`src/rtl/seven_seg_scan.sv`:
```
// seven_seg_scan: time-multiplexed driver for a bank of hex seven-segment digits.
// Scans one digit per SCAN_DIV-cycle slot and blanks the enables at the start of
// each slot to stop ghosting. The inputs are captured into shadow registers once
// per frame so that a single frame never mixes old and new values.
// Leading zeros can be suppressed, and frame_done pulses once per frame.
// Every output is registered and follows the scan state one cycle later.

module seven_seg_scan #(
  parameter int N_DIG         = 4,
  parameter int SCAN_DIV      = 50000,
  parameter int BLANK_CYC     = 2,
  parameter int AN_ACTIVE_LOW = 1
) (
  input  logic               clk,
  input  logic               rst_n,
  input  logic [4*N_DIG-1:0] din,
  input  logic [N_DIG-1:0]   dp_in,
  input  logic [N_DIG-1:0]   blank,
  input  logic               lzb_en,
  output logic [6:0]         seg,
  output logic               dp,
  output logic [N_DIG-1:0]   an,
  output logic               frame_done
);

  localparam int PCNT_W = (SCAN_DIV > 1) ? $clog2(SCAN_DIV) : 1;
  localparam int IDX_W  = (N_DIG > 1) ? $clog2(N_DIG) : 1;
  localparam logic [PCNT_W-1:0] PCNT_LAST  = PCNT_W'(SCAN_DIV - 1);
  localparam logic [PCNT_W-1:0] PCNT_BLANK = PCNT_W'(BLANK_CYC);
  localparam logic [IDX_W-1:0]  IDX_LAST   = IDX_W'(N_DIG - 1);
  localparam logic [N_DIG-1:0]  AN_OFF     = (AN_ACTIVE_LOW != 0) ? {N_DIG{1'b1}} : {N_DIG{1'b0}};

  logic [PCNT_W-1:0]  pcnt;
  logic [IDX_W-1:0]   idx;
  logic               primed;
  logic               wrapped;
  logic [4*N_DIG-1:0] din_s;
  logic [N_DIG-1:0]   dp_s;
  logic [N_DIG-1:0]   blank_s;
  logic               lzb_s;

  logic               tick;
  logic               wrap;
  logic               capture;
  logic               run;
  logic [N_DIG-1:0]   supp;
  logic [3:0]         cur_nib;
  logic               cur_dp;
  logic               cur_dark;
  logic [N_DIG-1:0]   an_sel;
  logic               in_blank;
  logic [6:0]         seg_nxt;
  logic               dp_nxt;
  logic [N_DIG-1:0]   an_nxt;

  // The lookup covers the hex digits 0..F. Segments are active-low, in the order {g,f,e,d,c,b,a}.
  function automatic logic [6:0] hex2seg(input logic [3:0] nib);
    logic [6:0] s;
    case (nib)
      4'h0: s = 7'b1000000;
      4'h1: s = 7'b1111001;
      4'h2: s = 7'b0100100;
      4'h3: s = 7'b0110000;
      4'h4: s = 7'b0011001;
      4'h5: s = 7'b0010010;
      4'h6: s = 7'b0000010;
      4'h7: s = 7'b1111000;
      4'h8: s = 7'b0000000;
      4'h9: s = 7'b0010000;
      4'hA: s = 7'b0001000;
      4'hB: s = 7'b0000011;
      4'hC: s = 7'b1000110;
      4'hD: s = 7'b0100001;
      4'hE: s = 7'b0000110;
      default: s = 7'b0001110;
    endcase
    return s;
  endfunction

  assign tick    = (pcnt == PCNT_LAST);
  assign wrap    = tick && (idx == IDX_LAST);
  assign capture = !primed || wrap;

  // Slot prescaler and digit index
  always_ff @(posedge clk or negedge rst_n) begin
    if (!rst_n) begin
      pcnt <= '0;
      idx  <= '0;
    end else if (tick) begin
      pcnt <= '0;
      idx  <= (idx == IDX_LAST) ? '0 : idx + IDX_W'(1);
    end else begin
      pcnt <= pcnt + PCNT_W'(1);
    end
  end

  // Frame-coherent shadow capture: once just after reset, then at every frame wrap
  always_ff @(posedge clk or negedge rst_n) begin
    if (!rst_n) begin
      primed  <= 1'b0;
      wrapped <= 1'b0;
      din_s   <= '0;
      dp_s    <= '0;
      blank_s <= '0;
      lzb_s   <= 1'b0;
    end else begin
      primed  <= 1'b1;
      wrapped <= wrap;
      if (capture) begin
        din_s   <= din;
        dp_s    <= dp_in;
        blank_s <= blank;
        lzb_s   <= lzb_en;
      end
    end
  end

  // Leading-zero suppression, scanned from the top digit downward; digit 0 is never suppressed
  always_comb begin
    run  = lzb_s;
    supp = '0;
    for (int k = N_DIG - 1; k >= 1; k--) begin
      run     = run & (din_s[4*k +: 4] == 4'h0);
      supp[k] = run;
    end
  end

  // Select the shadow values for the digit currently being scanned
  always_comb begin
    cur_nib  = '0;
    cur_dp   = 1'b0;
    cur_dark = 1'b0;
    an_sel   = '0;
    for (int k = 0; k < N_DIG; k++) begin
      if (idx == IDX_W'(k)) begin
        cur_nib   = din_s[4*k +: 4];
        cur_dp    = dp_s[k];
        cur_dark  = blank_s[k] | supp[k];
        an_sel[k] = 1'b1;
      end
    end
  end

  // Next output values. A dark digit keeps its enable and its decimal point.
  always_comb begin
    in_blank = (pcnt < PCNT_BLANK);
    seg_nxt  = cur_dark ? 7'h7F : hex2seg(cur_nib);
    dp_nxt   = ~cur_dp;
    if (in_blank)
      an_nxt = AN_OFF;
    else if (AN_ACTIVE_LOW != 0)
      an_nxt = ~an_sel;
    else
      an_nxt = an_sel;
  end

  // Output registers, one cycle behind the scan state
  always_ff @(posedge clk or negedge rst_n) begin
    if (!rst_n) begin
      seg        <= 7'h7F;
      dp         <= 1'b1;
      an         <= AN_OFF;
      frame_done <= 1'b0;
    end else begin
      seg        <= seg_nxt;
      dp         <= dp_nxt;
      an         <= an_nxt;
      frame_done <= wrapped;
    end
  end

endmodule

```
`config.mk`:
```
export PLATFORM = sky130hd
export DESIGN_NAME = seven_seg_scan
export DESIGN_NICKNAME = d
export VERILOG_FILES = /design/src/rtl/seven_seg_scan.sv
export SDC_FILE = /design/constraint.sdc
export NUM_CORES = 1
export LEC_CHECK = 0
export CAP_MARGIN = 20
export CORE_AREA = 2 2 75 95
export DETAILED_ROUTE_END_ITERATION = 6
export DIE_AREA = 0 0 77 97
export PLACE_DENSITY = 0.64
export SKIP_LAST_GASP = 1
export SLEW_MARGIN = 20
export SYNTH_ARGS = -nofsm -noshare
export SYNTH_HDL_FRONTEND = slang
export SYNTH_SLANG_ARGS = --single-unit
```
`constraint.sdc`:
```
create_clock -name clk -period 4.5 [get_ports clk]
set_clock_uncertainty 0.2 [all_clocks]
set_input_delay 0.45 -clock clk [delete_from_list [all_inputs] [get_ports clk]]
set_output_delay 0.45 -clock clk [all_outputs]
set_load 0.03 [all_outputs]
```
# After elaboration in Yosys (flattened, before gate mapping)
# Memory sizes are Yosys's and may differ from the RTL's.
# Index checks and enable logic that the tools add are counted.
op_classes:
  addsub: 2
  order_cmp: 1
  eq_ne: 4
  mux: 20
  bitwise_logic: 8
  reduce_logical: 7
ops:
  columns: ["op", "count"]
  rows:
  - ["2-to-1 mux 4 bit", 5]
  - ["adder 16 x 1 -> 16 bit (second input constant)", 1]
  - ["equality test 16 bit (second input constant)", 1]
  - ["< comparator 16 x 2 -> 1 bit (second input constant)", 1]
  - ["2-to-1 mux 16 bit", 1]
  - ["logical NOT 4 bit", 3]
  - ["2-to-1 mux 1 bit", 12]
  - ["2-to-1 mux 7 bit", 1]
  - ["equality test 2 bit (second input constant)", 2]
  - ["NOT 4 bit", 1]
  - ["bitwise AND 1 bit", 3]
  - ["bitwise OR 1 bit", 3]
  - ["adder 2 x 1 -> 2 bit (second input constant)", 1]
  - ["equality test 2 x 1 -> 1 bit (second input constant)", 1]
  - ["logical NOT 2 bit", 1]
  - ["2-to-1 mux 2 bit", 1]
  - ["logical AND 1 bit", 1]
  - ["logical NOT 1 bit", 1]
  - ["logical OR 1 bit", 1]
  - ["NOT 1 bit", 1]
totals:
  regBits: 58
  rom_bits: 112
  out_inout_bits: 13
  wordCells: 55
  n_memories: 1
mem_list:
  columns: ["memory", "words", "width", "read_ports", "rd_ports_with_merged_regs", "wr", "line_no", "rtl"]
  rows:
  - ["(no name shown)", 16, 7, 1, 0, 0, "59", "case (nib)"]

# Logic depth before layout (Yosys ltp)
logic_depth:
  word_depth: 9
  ltp_mapped: 10
  mapped_depth_nobuf: 9

# Worst setup path before layout
# OpenSTA, ideal clock, no wires.
synth_path:
  kind: "register to register"
  startpoint: "reg idx[0]"
  endpoint: "reg seg[3]"
  setup_ps: 79
  t_arrival_ps: 2392
  required_time_ps: 4221
  slack_ps: 1829
  stages_incl_launch_ff: 10
  path_cell_list: "dfrtp_1 -> inv_1 -> ha_1 -> clkbuf_1 -> a211oi_1 -> a221oi_1 -> inv_1 -> ha_1 -> o211a_1 -> o21ai_0"
synth_via:
  elab_chain_len: 7
synth_rtl:
  columns: ["element", "line_no", "rtl"]
  rows:
  - ["start: declaration", "34", "logic [IDX_W-1:0] idx;"]
  - ["start signal: assignment", "91", "idx <= (idx == IDX_LAST) ? '0 : idx + IDX_W'(1);"]
  - ["logical NOT 2 bit", "135", "if (idx == IDX_W'(k)) begin"]
  - ["2-to-1 mux 4 bit (4 in series)", "135", null]
  - ["memory (16 x 7 bit)", null, null]
  - ["2-to-1 mux 7 bit (*)", "147", "seg_nxt = cur_dark ? 7'h7F : hex2seg(cur_nib);"]
  - ["net seg_nxt[3]", "52", "logic [6:0] seg_nxt;"]
  - ["end signal: assignment", "165", "seg <= seg_nxt;"]
  - ["end: declaration", "20", "output logic [6:0] seg,"]
# The timed path passes the listed nets; every way through them passes the cells marked *.
# A chain may end at the register's enable or synchronous reset.

# Final worst setup path
# Same ends and word-level chain as after synthesis.

==> reports/metrics.cfg <==
[run_status]
status = completed

[synthesis]
synth_cell_types = 44
syn_nets = 278
synthArstFlopShare_pct = 100.0
ys_seq_area_share_pct = 51.11
syn_inst = 240
synth-xor-area-share_pct = 4.274
yosys.area_share.simple_pct = 15.83
synth_top_cell_by_area = dfrtp_1
synth_top_family_by_area = simple AND/OR/NAND/NOR gates
ys_top_cells_by_area = dfrtp_1 40%, dfstp_2 11%, mux2_4 10%, ha_1 4.8%, xor2_1 2.7%
ys.flop_type = dfrtp_1
synth_compound_gate_area_share_pct = 8.112
synth_edf_count = 0
synth-adder-area-share_pct = 4.797
syn_avg_cell_area_um2 = 11.95
synth_top_area_share_pct = 40.12
synth_area_um2 = 2869
synth.area.mux_share_pct = 12.78
ys_warn_count = 0
ys_seq_elements = 58

[global_routing]
grt_max_degree = 59
grt_pass1_vias = 2001
grt_pass1_wl_um = 9715
overflow = 0
grt_antenna_before_repair = 0
grt.total_usage_pct = 16.80

[final_layout]
final_cell_area_um2 = 3543
fill_cells = 595
area_growth_pct = 23.51
finalNetCount = 321
diodes = 0
drive_gt1_share_pct = 20.83

[timing]
post-route-min-period_ps = 2995
fmax_mhz = 333.9
rsz0062_at_grt = false
tightest_slew_ps = 797.6
max_slew_margin_pct = 46.43
setup_violations = 0
hold_viol = 0
fin_crit_sh_pct = 66.55
hold_ws_ps = 39.27
final.setup.tns_ps = 0
drv_slew = 0

[clocking]
clk_latency_ps = 340
root_buffer = clkbuf_8
cts-resized-gates = 0
ctsHoldBuffers = 0
htreeDepth = 3
clock-sinks = 58
tritoncts = built
ctsLongestPathBuffers = 2
clk_pin_slew_ps = 60
post_cts_buffers = 0
cts_buffers = 9

[place]
dpl-instance-area_um2 = 3327
gp_routability_congestion = 0.8821
portBuffers = 39
hpwlAfterDp_um = 4000

[flow_run]
maxCapViolations = 0

[detailed_routing]
wl_um = 5684
post-route-drc-count = 0
wl_per_cell_um = 15.16
viasPerCell = 5.104
via_count = 1914
first_pass_iters = 4
drtIter0Drc = 80
ant_nets = 0

[critical_path]
critPathLaunchType = flip-flop
cp_max_fo = 22
critPathKind = flip-flop to flip-flop
r2r_setup_slack_ps = 1510
cp_data_required_time_ps = 4560
cp-end-kind = flip-flop
worstPathArrival_ps = 3060

[pwr]
power_density_nw_per_um2 = 346.5
power_mw = 1.228
irDropWorstVdd_mv = 0.1550
p_leak_nw = 1.570

[floorplanning]
start_util_pct = 43.98
placement_rows = 33
die_area_um2 = 7469
ios = 40
die_h_um = 97
coreArea_um2 = 6524
dieWidth_um = 77

[hold_path]
hold_path_class = primary input to asynchronous set/reset pin

metrics by stage:
stage | std cells | utilization [%] | worst slack, ps
2_1_floorplan | 240 | - | 1829
3_3_place_gp | 358 | 51.00 | 1636
3_5_place_dp | 358 | 51.00 | 1513
4_1_cts | 374 | 53.89 | 1510
5_1_grt | 375 | 54.32 | 1176
6_report | 375 | 54.32 | 1505
cells in the mapped netlist (2+ instances only):
| cell | n |
|---|---|
| mux2_4 | 20 |
| a221o_1 | 3 |
| nand3b_1 | 5 |
| nor2b_1 | 2 |
| and3_1 | 2 |
| nand2_1 | 17 |
| a211oi_1 | 5 |
| nor3_1 | 3 |
| o211ai_1 | 5 |
| a221oi_1 | 2 |
| o21ai_0 | 2 |
| xnor2_1 | 5 |
| dfrtp_1 | 46 |
| nor4_1 | 5 |
| dfstp_2 | 12 |
| xor2_1 | 9 |
| buf_6 | 2 |
| nand2b_1 | 3 |
| nor3b_1 | 4 |
| a21oi_1 | 7 |
| inv_1 | 9 |
| and2_1 | 2 |
| nor4_4 | 2 |
| nand4_1 | 4 |
| nand3_1 | 10 |
| ha_1 | 11 |
| clkbuf_1 | 5 |
| mux2_2 | 5 |
| nor2_1 | 17 |
| buf_2 | 2 |
critical path, stage by stage, from the launching register on:
cell and delay [ps]:
dfrtp_1 370, ha_1 680, a211oi_1 100, a221oi_1 650
inv_1 190, ha_1 360, o211a_1 220, o21ai_0 140
state kept, by name (all words and copies together) (netlist names):
| name | cells |
|---|---|
| pcnt | 16 |
| dp | 1 |
| frame_done | 1 |
| lzb_s | 1 |
| dp_s | 4 |
| blank_s | 4 |
| din_s | 16 |
| primed | 1 |
| wrapped | 1 |
| an | 4 |
| idx | 2 |
| seg | 7 |
report_power, final:
group,switching [mW],total [mW],internal [mW]
Combinational,0.0840,0.178,0.0937
Sequential,0.0207,0.583,0.563
Clock,0.197,0.467,0.270
Total,0.302,1.23,0.926
layout by cell type, fill, tap and decap left out, types with 2 or more instances in the layout:
cell type,netlist,final
ha_1,11,11
mux2_4,20,20
nand2b_1,3,3
a221oi_1,2,2
and2_1,2,2
a21oi_1,7,7
nor4_4,2,2
clkdlybuf4s50_1,0,38
clkinv_2,0,2
o211ai_1,5,5
xnor2_1,5,5
nor3b_1,4,4
nand4_1,4,4
o21ai_0,2,2
dfrtp_1,46,46
a221o_1,3,3
nor2b_1,2,2
nor4_1,5,5
xor2_1,9,9
inv_1,9,9
nand3b_1,5,5
and3_1,2,2
a211oi_1,5,5
clkbuf_1,5,3
dfstp_2,12,12
nand3_1,10,10
nor2_1,17,17
mux2_2,5,5
clkbuf_8,0,10
nand2_1,17,17
nor3_1,3,3
routing by layer:
layer / up-vias / wire, um / global-route usage (%)
met5: - / 0 / 0
met3: 10 / 165 / 3.918
met4: 0 / 124 / 7.418
met2: 25 / 3009 / 28.61
li1: 938 / - / -
met1: 941 / 2385 / 20.15
final cells by class:
| cell class | count | area [um2] | area share (%) |
|---|---|---|---|
| sequential | 58 | 1466 | 41.38 |
| multi-input combinational | 164 | 1325 | 37.39 |
| tap | 87 | 108.9 | 3.072 |
| clock buffer | 13 | 148.9 | 4.202 |
| inverter | 9 | 33.78 | 0.9534 |
| timing repair buffer | 41 | 420.4 | 11.86 |
| clock inverter | 3 | 40.04 | 1.130 |
cell families (layout without fill, tap and decap cells):
kind of cell             after synthesis  after routing
AO/OA/AOI/OAI                         31             31
multiplexers                          26             26
flip-flops                            58             58
buffers and inverters                 18             66
adder cells (fa/ha/maj)               11             11
AND/OR/NAND/NOR                       81             81
XOR/XNOR                              14             14
other                                  1              1
final timing paths:
kind | to | start | depth (start not counted)
hold / removal | din_s[11] | rst_n | 2
setup reg to reg | seg[3] | idx[0] | 7
setup / recovery | seg[3] | idx[0] | 7
hold reg to reg | frame_done | wrapped | 0
min in group clk | frame_done | wrapped | 0
max in group asynchronous | blank_s[0] | rst_n | 2
No activity file was read; power rests on OpenSTA's default activity.
